[config.mk]
export PLATFORM = sky130hd
export DESIGN_NAME = upa1_coef_update
export DESIGN_NICKNAME = d
export VERILOG_FILES = /design/src/rtl/upa1_coef_update_pkg.sv /design/src/rtl/upa1_coef_update.sv
export SDC_FILE = /design/constraint.sdc
export NUM_CORES = 1
export LEC_CHECK = 0
export ABC_AREA = 1
export CORE_MARGIN = 1.5
export CORE_UTILIZATION = 50
export DETAILED_ROUTE_END_ITERATION = 10
export PLACE_DENSITY = 0.9
export RECOVER_POWER = 25
export SLEW_MARGIN = 30
export SYNTH_ARGS = -nofsm -noshare
export SYNTH_HDL_FRONTEND = slang
export SYNTH_SLANG_ARGS = --single-unit
[constraint.sdc]
create_clock -name vclk -period 4.35
set_clock_uncertainty 0.2 [all_clocks]
set_input_delay 0.6525 -clock vclk [all_inputs]
set_output_delay 0.6525 -clock vclk [all_outputs]
set_load 0.01 [all_outputs]
[src/rtl/upa1_coef_update_pkg.sv]
// Shared ADPCM constants for the adaptive predictor datapath.
// Holds the coefficient width, the UPA1 gain steps and the leak bias.
package upa1_coef_update_pkg;

  localparam int          COEF_WIDTH = 16;
  localparam logic [15:0] GAIN_POS   = 16'h00C0;
  localparam logic [15:0] GAIN_NEG   = 16'hFF40;
  localparam logic [15:0] LEAK_BIAS  = 16'hFF00;

  // Two's complement negate; the carry out of bit 15 is dropped.
  function automatic logic [15:0] neg16(input logic [15:0] value);
    neg16 = 16'h0000 - value;
  endfunction

endpackage

[src/rtl/upa1_coef_update.sv]
// G.726 UPA1: updates the first-order pole coefficient a1 combinationally.
// Clock, reset and scan ports exist only so DFT treats every ADPCM block alike.
module upa1_coef_update
  import upa1_coef_update_pkg::*;
#(
  parameter int          WIDTH = COEF_WIDTH,
  parameter logic [15:0] GAIN  = GAIN_POS
) (
  input  logic        clk,
  input  logic        reset,
  input  logic        scan_in0,
  input  logic        scan_in1,
  input  logic        scan_in2,
  input  logic        scan_in3,
  input  logic        scan_in4,
  input  logic        scan_enable,
  input  logic        test_mode,
  input  logic        PK0,
  input  logic        PK1,
  input  logic [15:0] A1,
  input  logic        SIGPK,
  output logic        scan_out0,
  output logic        scan_out1,
  output logic        scan_out2,
  output logic        scan_out3,
  output logic        scan_out4,
  output logic [15:0] A1T
);

  localparam logic [15:0] GAIN_N = 16'h0000 - GAIN;

  logic        pks;
  logic        a1s;
  logic [15:0] uga1;
  logic [15:0] a1_shr;
  logic [15:0] leak_arg;
  logic [15:0] ula1;
  logic [15:0] ua1h;
  logic        unused_dft;

  assign pks = PK0 ^ PK1;
  assign a1s = A1[15];

  // A zero partial signal carries no sign information, so the gain is skipped.
  assign uga1 = SIGPK ? 16'h0000 : (pks ? GAIN_N : GAIN);

  // Sign-extending the logical shift via the bias gives A1 >>> 8.
  assign a1_shr   = {8'h00, A1[15:8]};
  assign leak_arg = a1s ? (a1_shr + LEAK_BIAS) : a1_shr;
  assign ula1     = neg16(leak_arg);

  assign ua1h = uga1 + ula1;
  assign A1T  = A1 + ua1h;

  assign scan_out0 = scan_in0;
  assign scan_out1 = scan_in1;
  assign scan_out2 = scan_in2;
  assign scan_out3 = scan_in3;
  assign scan_out4 = scan_in4;

  assign unused_dft = ^{clk, reset, scan_enable, test_mode, (WIDTH == 16)};

endmodule

* Word level (Yosys, flattened, before mapping) *
Index checks and enable logic that the tools add are counted.
Widths: inputs -> output; s select.

word-level totals
  register bits after elaboration = 0
  word-level logic and storage cells = 8
  output and inout bits = 21

operators by class
  multiplexer cells = 3
  $add $sub $neg = 4
  bitwise gates (word level) = 1

operators with widths
  kind                   number
  $mux 16                3
  $add 16x16->16         2
  $sub 1x16->16 const A  1
  $add 9x9->10 const B   1
  $xor 1x1->1            1

* Longest topological paths before layout *
  word-level depth = 5
  depth in mapped cells = 15
  gate-level depth less buffers = 15

* Least setup slack after synthesis *
Ideal clock, no wire load.

  path type = input-to-output
  start point = in PK0
  end point = out A1T[15]
  stages on the path = 11
  setup slack = 0.927 ns
  arrival time = 2.571 ns
  buffers on the path = 0
  cell sequence = inv_1 > nand2_1 > nand3_1 > fa_1 > inv_1 > ha_1 > a21oi_1 > nand2_1 > a21oi_1 > nand3_1 > nand2_1

between the ends
  word-level cells in the longest chain between the ends = 5

ends and longest elaborated chain
  what                  RTL line                source
  start, declared       upa1_coef_update.sv:18  input logic PK0,
  $xor 1x1->1           upa1_coef_update.sv:41  assign pks = PK0 ^ PK1;
  $mux 16 (2 in a row)  upa1_coef_update.sv:45  assign uga1 = SIGPK ? 16'h0000 : (pks ? GAIN_N : GAIN);
  $add 16x16->16        upa1_coef_update.sv:52  assign ua1h = uga1 + ula1;
  $add 16x16->16        upa1_coef_update.sv:53  assign A1T = A1 + ua1h;
  end, declared         upa1_coef_update.sv:27  output logic [15:0] A1T

Every way passes these cells.

* Worst setup path in the final report *
  start point = in A1[6]
  end point = out A1T[7]

between the ends
  word-level cells in the longest chain between the ends = 1

ends and longest elaborated chain
  what             RTL line                source
  start, declared  upa1_coef_update.sv:20  input logic [15:0] A1,
  $add 16x16->16   upa1_coef_update.sv:53

Every way passes these cells.

==> tab_implementation.tex <==
\begin{tabular}{lr}
\hline
Metric & Value \\
\hline
\multicolumn{2}{l}{\textbf{Flow run}} \\
\quad Max-cap check violation count & 0 \\
\multicolumn{2}{l}{\textbf{Routing}} \\
\quad First drt pass iteration count & 5 \\
\quad Initial DRC count & 29 \\
\quad Total via count after detailed routing & $\sim$1,400 \\
\quad Wire length per cell & 11.8 um \\
\quad Post-Route WL & 3290 um \\
\quad Antenna-violating nets left & 0 \\
\quad Via density per instance & $\sim$5 \\
\quad Number of design rule violations left after detail routing & 0 \\
\multicolumn{2}{l}{\textbf{Timing}} \\
\quad Setup TNS & 0 ps \\
\quad Max-Slew Margin vs Limit & 0.854 \\
\quad RSZ-0062 raised after global routing & no \\
\quad Final period demand of the worst path & roughly 4000 ps \\
\quad Number of setup violations in the final report & 0 \\
\quad Highest clock frequency the design can meet & 249 MHz \\
\quad Final Hold Fails & 0 \\
\quad Fraction of the cycle the final worst path needs & 0.923 \\
\quad Smallest hold slack & 1110 ps \\
\quad Max-slew violation count & 0 \\
\quad Worst Tran Pin Value & 218 ps \\
\multicolumn{2}{l}{\textbf{Pwr}} \\
\quad Internal power summed over all cells & 222 uW \\
\quad Max VDD drop & 0.000182 V \\
\quad Clock network power share & 0 \\
\quad Part of the total power dissipated in sequential elements & 0 \\
\quad Total power divided by cell area & 258 nW/um2 \\
\quad Combinational share of power & 1.000 \\
\quad Leakage power & about 0.0011 uW \\
\quad Switching share of power & 0.518 \\
\quad Net switching power of the design & 239 uW \\
\multicolumn{2}{l}{\textbf{Final layout}} \\
\quad \# nets final & roughly 310 \\
\quad Leading cell type in the layout, fill and taps excluded & sky130\_fd\_sc\_hd\_\_nand2\_1 \\
\quad Fill cells & 177 \\
\quad Storage cell area & 0 um2 \\
\quad Number of sequential cells in the layout & 0 \\
\quad \# clk buffers & 0 \\
\quad Leading cell types in the layout, fill and taps excluded & sky130\_fd\_sc\_hd\_\_nand2\_1 (65), sky130\_fd\_sc\_hd\_\_inv\_1 (61), sky130\_fd\_sc\_hd\_\_clkdlybuf4s50\_1 (27) \\
\quad Filler-free cell count of the finished design & 279 \\
\quad Antenna fix cells & 0 \\
\quad Layout Area Growth over Synthesis & 41.1\% \\
\quad Share of layout cells above drive strength 1 & 0.112 \\
\multicolumn{2}{l}{\textbf{Worst setup path}} \\
\quad Crit-path max cell delay & 560 ps \\
\quad Critical path arrival & approximately 3200 ps \\
\quad Slowest cell on the critical path & sky130\_fd\_sc\_hd\_\_clkdlybuf4s50\_1 \\
\quad Critical Path Start Type & input pin \\
\quad Worst EP required & 3500 ps \\
\quad CP most frequent cell & sky130\_fd\_sc\_hd\_\_inv\_1 \\
\quad Crit path max fanout & 4 \\
\quad Class of the most critical setup path & in -> out \\
\quad Nature of the critical path endpoint & primary output \\
\quad Crit-path cells & clkdlybuf4s50\_1, inv\_1, fa\_1, inv\_1, ha\_1, nand2\_1, inv\_1, nand3\_1, nand2\_2, xor2\_1, clkdlybuf4s50\_1 \\
\multicolumn{2}{l}{\textbf{Logic synthesis}} \\
\quad Syn\_nets & 272 \\
\quad Fraction of the yosys area taken by sequential cells & 0 \\
\quad Gate count after technology mapping & 214 \\
\quad Count of distinct cell types in the synthesized netlist & 16 \\
\quad Cell area after synthesis & 1270 um2 \\
\quad Average cell area after synthesis & roughly 5.9 um2 \\
\quad Yosys warning count & 0 \\
\multicolumn{2}{l}{\textbf{Floorplanning}} \\
\quad Horizontal die dimension & 53.3 um \\
\quad Starting Density & 0.521 \\
\quad Placement row count & 18 \\
\quad Boundary Pins & 49 \\
\quad Die Outline Area & 2840 um2 \\
\quad Die outline height & 53.3 um \\
\quad Core region area & 2430 um2 \\
\multicolumn{2}{l}{\textbf{Place}} \\
\quad Number of placed cells counting well taps & 279 \\
\quad Count of buffers inserted at the top-level ports & 35 \\
\quad Total half-perimeter wirelength after legalization and detailed placement & 2610 um \\
\quad Routability-driven placement congestion ratio & 0.884 \\
\multicolumn{2}{l}{\textbf{Run status}} \\
\quad Outcome & finished clean \\
\multicolumn{2}{l}{\textbf{Global routing}} \\
\quad Overall Global Routing Usage & 0.255 \\
\quad Number of global-route vias before repair & 1,345 \\
\quad Maximum number of pins on one net before global-route repair & 9 \\
\quad GRT overflow & 0 \\
\quad Initial antenna violation count & 0 \\
\quad Wire length of the first global-routing pass & 5440 um \\
\multicolumn{2}{l}{\textbf{Clock tree}} \\
\quad Post-CTS Setup Inserts & 0 \\
\quad Cts-stage hold buffer count & 0 \\
\multicolumn{2}{l}{\textbf{Hold path}} \\
\quad Hold Crit Class & in -> out \\
\hline
\end{tabular}
worst paths after layout:
check | slack (ps) | startpoint | depth (start not counted) | to
setup / recovery | 330 | A1[6] | 11 | A1T[7]
hold / removal | 1110 | scan_in4 | 0 | scan_out4
cells in the mapped netlist (all sizes together):
cell type | n | area (um2)
buf | 5 | 37.5
xnor2 | 3 | 26.3
xor2 | 5 | 43.8
nand4 | 2 | 12.5
a21oi | 9 | 48.8
ha | 20 | 250
nand3 | 13 | 75.1
nor3 | 2 | 20.0
inv | 61 | 229
nor2 | 13 | 48.8
fa | 10 | 200
or2 | 1 | 6.26
nand2 | 70 | 268
layer usage:
layer	routed length, um	GRT usage	up-vias
met5	0	0	-
met4	123	0.0641	0
met3	79	0.0113	10
met2	1740	0.488	37
met1	1350	0.303	621
li1	-	-	703
power by group through the flow:
stage                     registers, uW  clock network [uW]  logic [uW]
after floorplan                       0                   0         248
after global placement                0                   0         404
after detailed placement              0                   0         417
after CTS                             0                   0         447
after global routing                  0                   0         510
final                                 0                   0         461
cells by family after synthesis:
logic type               count (synthesis)  share of synthesized area
AND/OR/NAND/NOR                        101                      0.340
buffers and inverters                   66                      0.210
adder cells (fa/ha/maj)                 30                      0.356
AO/OA/AOI/OAI                            9                     0.0385
XOR/XNOR                                 8                     0.0553
per-stage QoR:
| step | total power, uW | cell area [um2] | utilization | setup WS, ps |
|---|---|---|---|---|
| 3_3_place_gp | 404 | 1650 | 0.680 | 15.0 |
| 6_report | 461 | 1790 | 0.735 | 335 |
| 2_1_floorplan | 248 | 1270 | - | 927 |
| 4_1_cts | 447 | 1730 | 0.710 | -0.748 |
| 5_1_grt | 510 | 1790 | 0.735 | 132 |
| 3_5_place_dp | 417 | 1650 | 0.680 | -89.1 |
critical path: cells and delay by family:
kind                       cells  cell delay, ps
xor gates and xnor gates       1             150
and+or+nand+nor                3             300
buffers and inverters          5            1160
adders and majority gates      2             890
area by class of cell:
class / instances / area [um2] / share of cell area
inverter: 61 / 229 / 0.128
multi-input combinational: 148 / 1110 / 0.623
tap: 30 / 37.5 / 0.0210
timing repair buffer: 40 / 408 / 0.228
what timing repair did:
item,4_1_cts,5_1_grt
cloned,0,0
setup endpoints to repair,5,8
pin swaps,0,1
gates resized for setup,13,13
No activity file was read; power rests on OpenSTA's default activity.
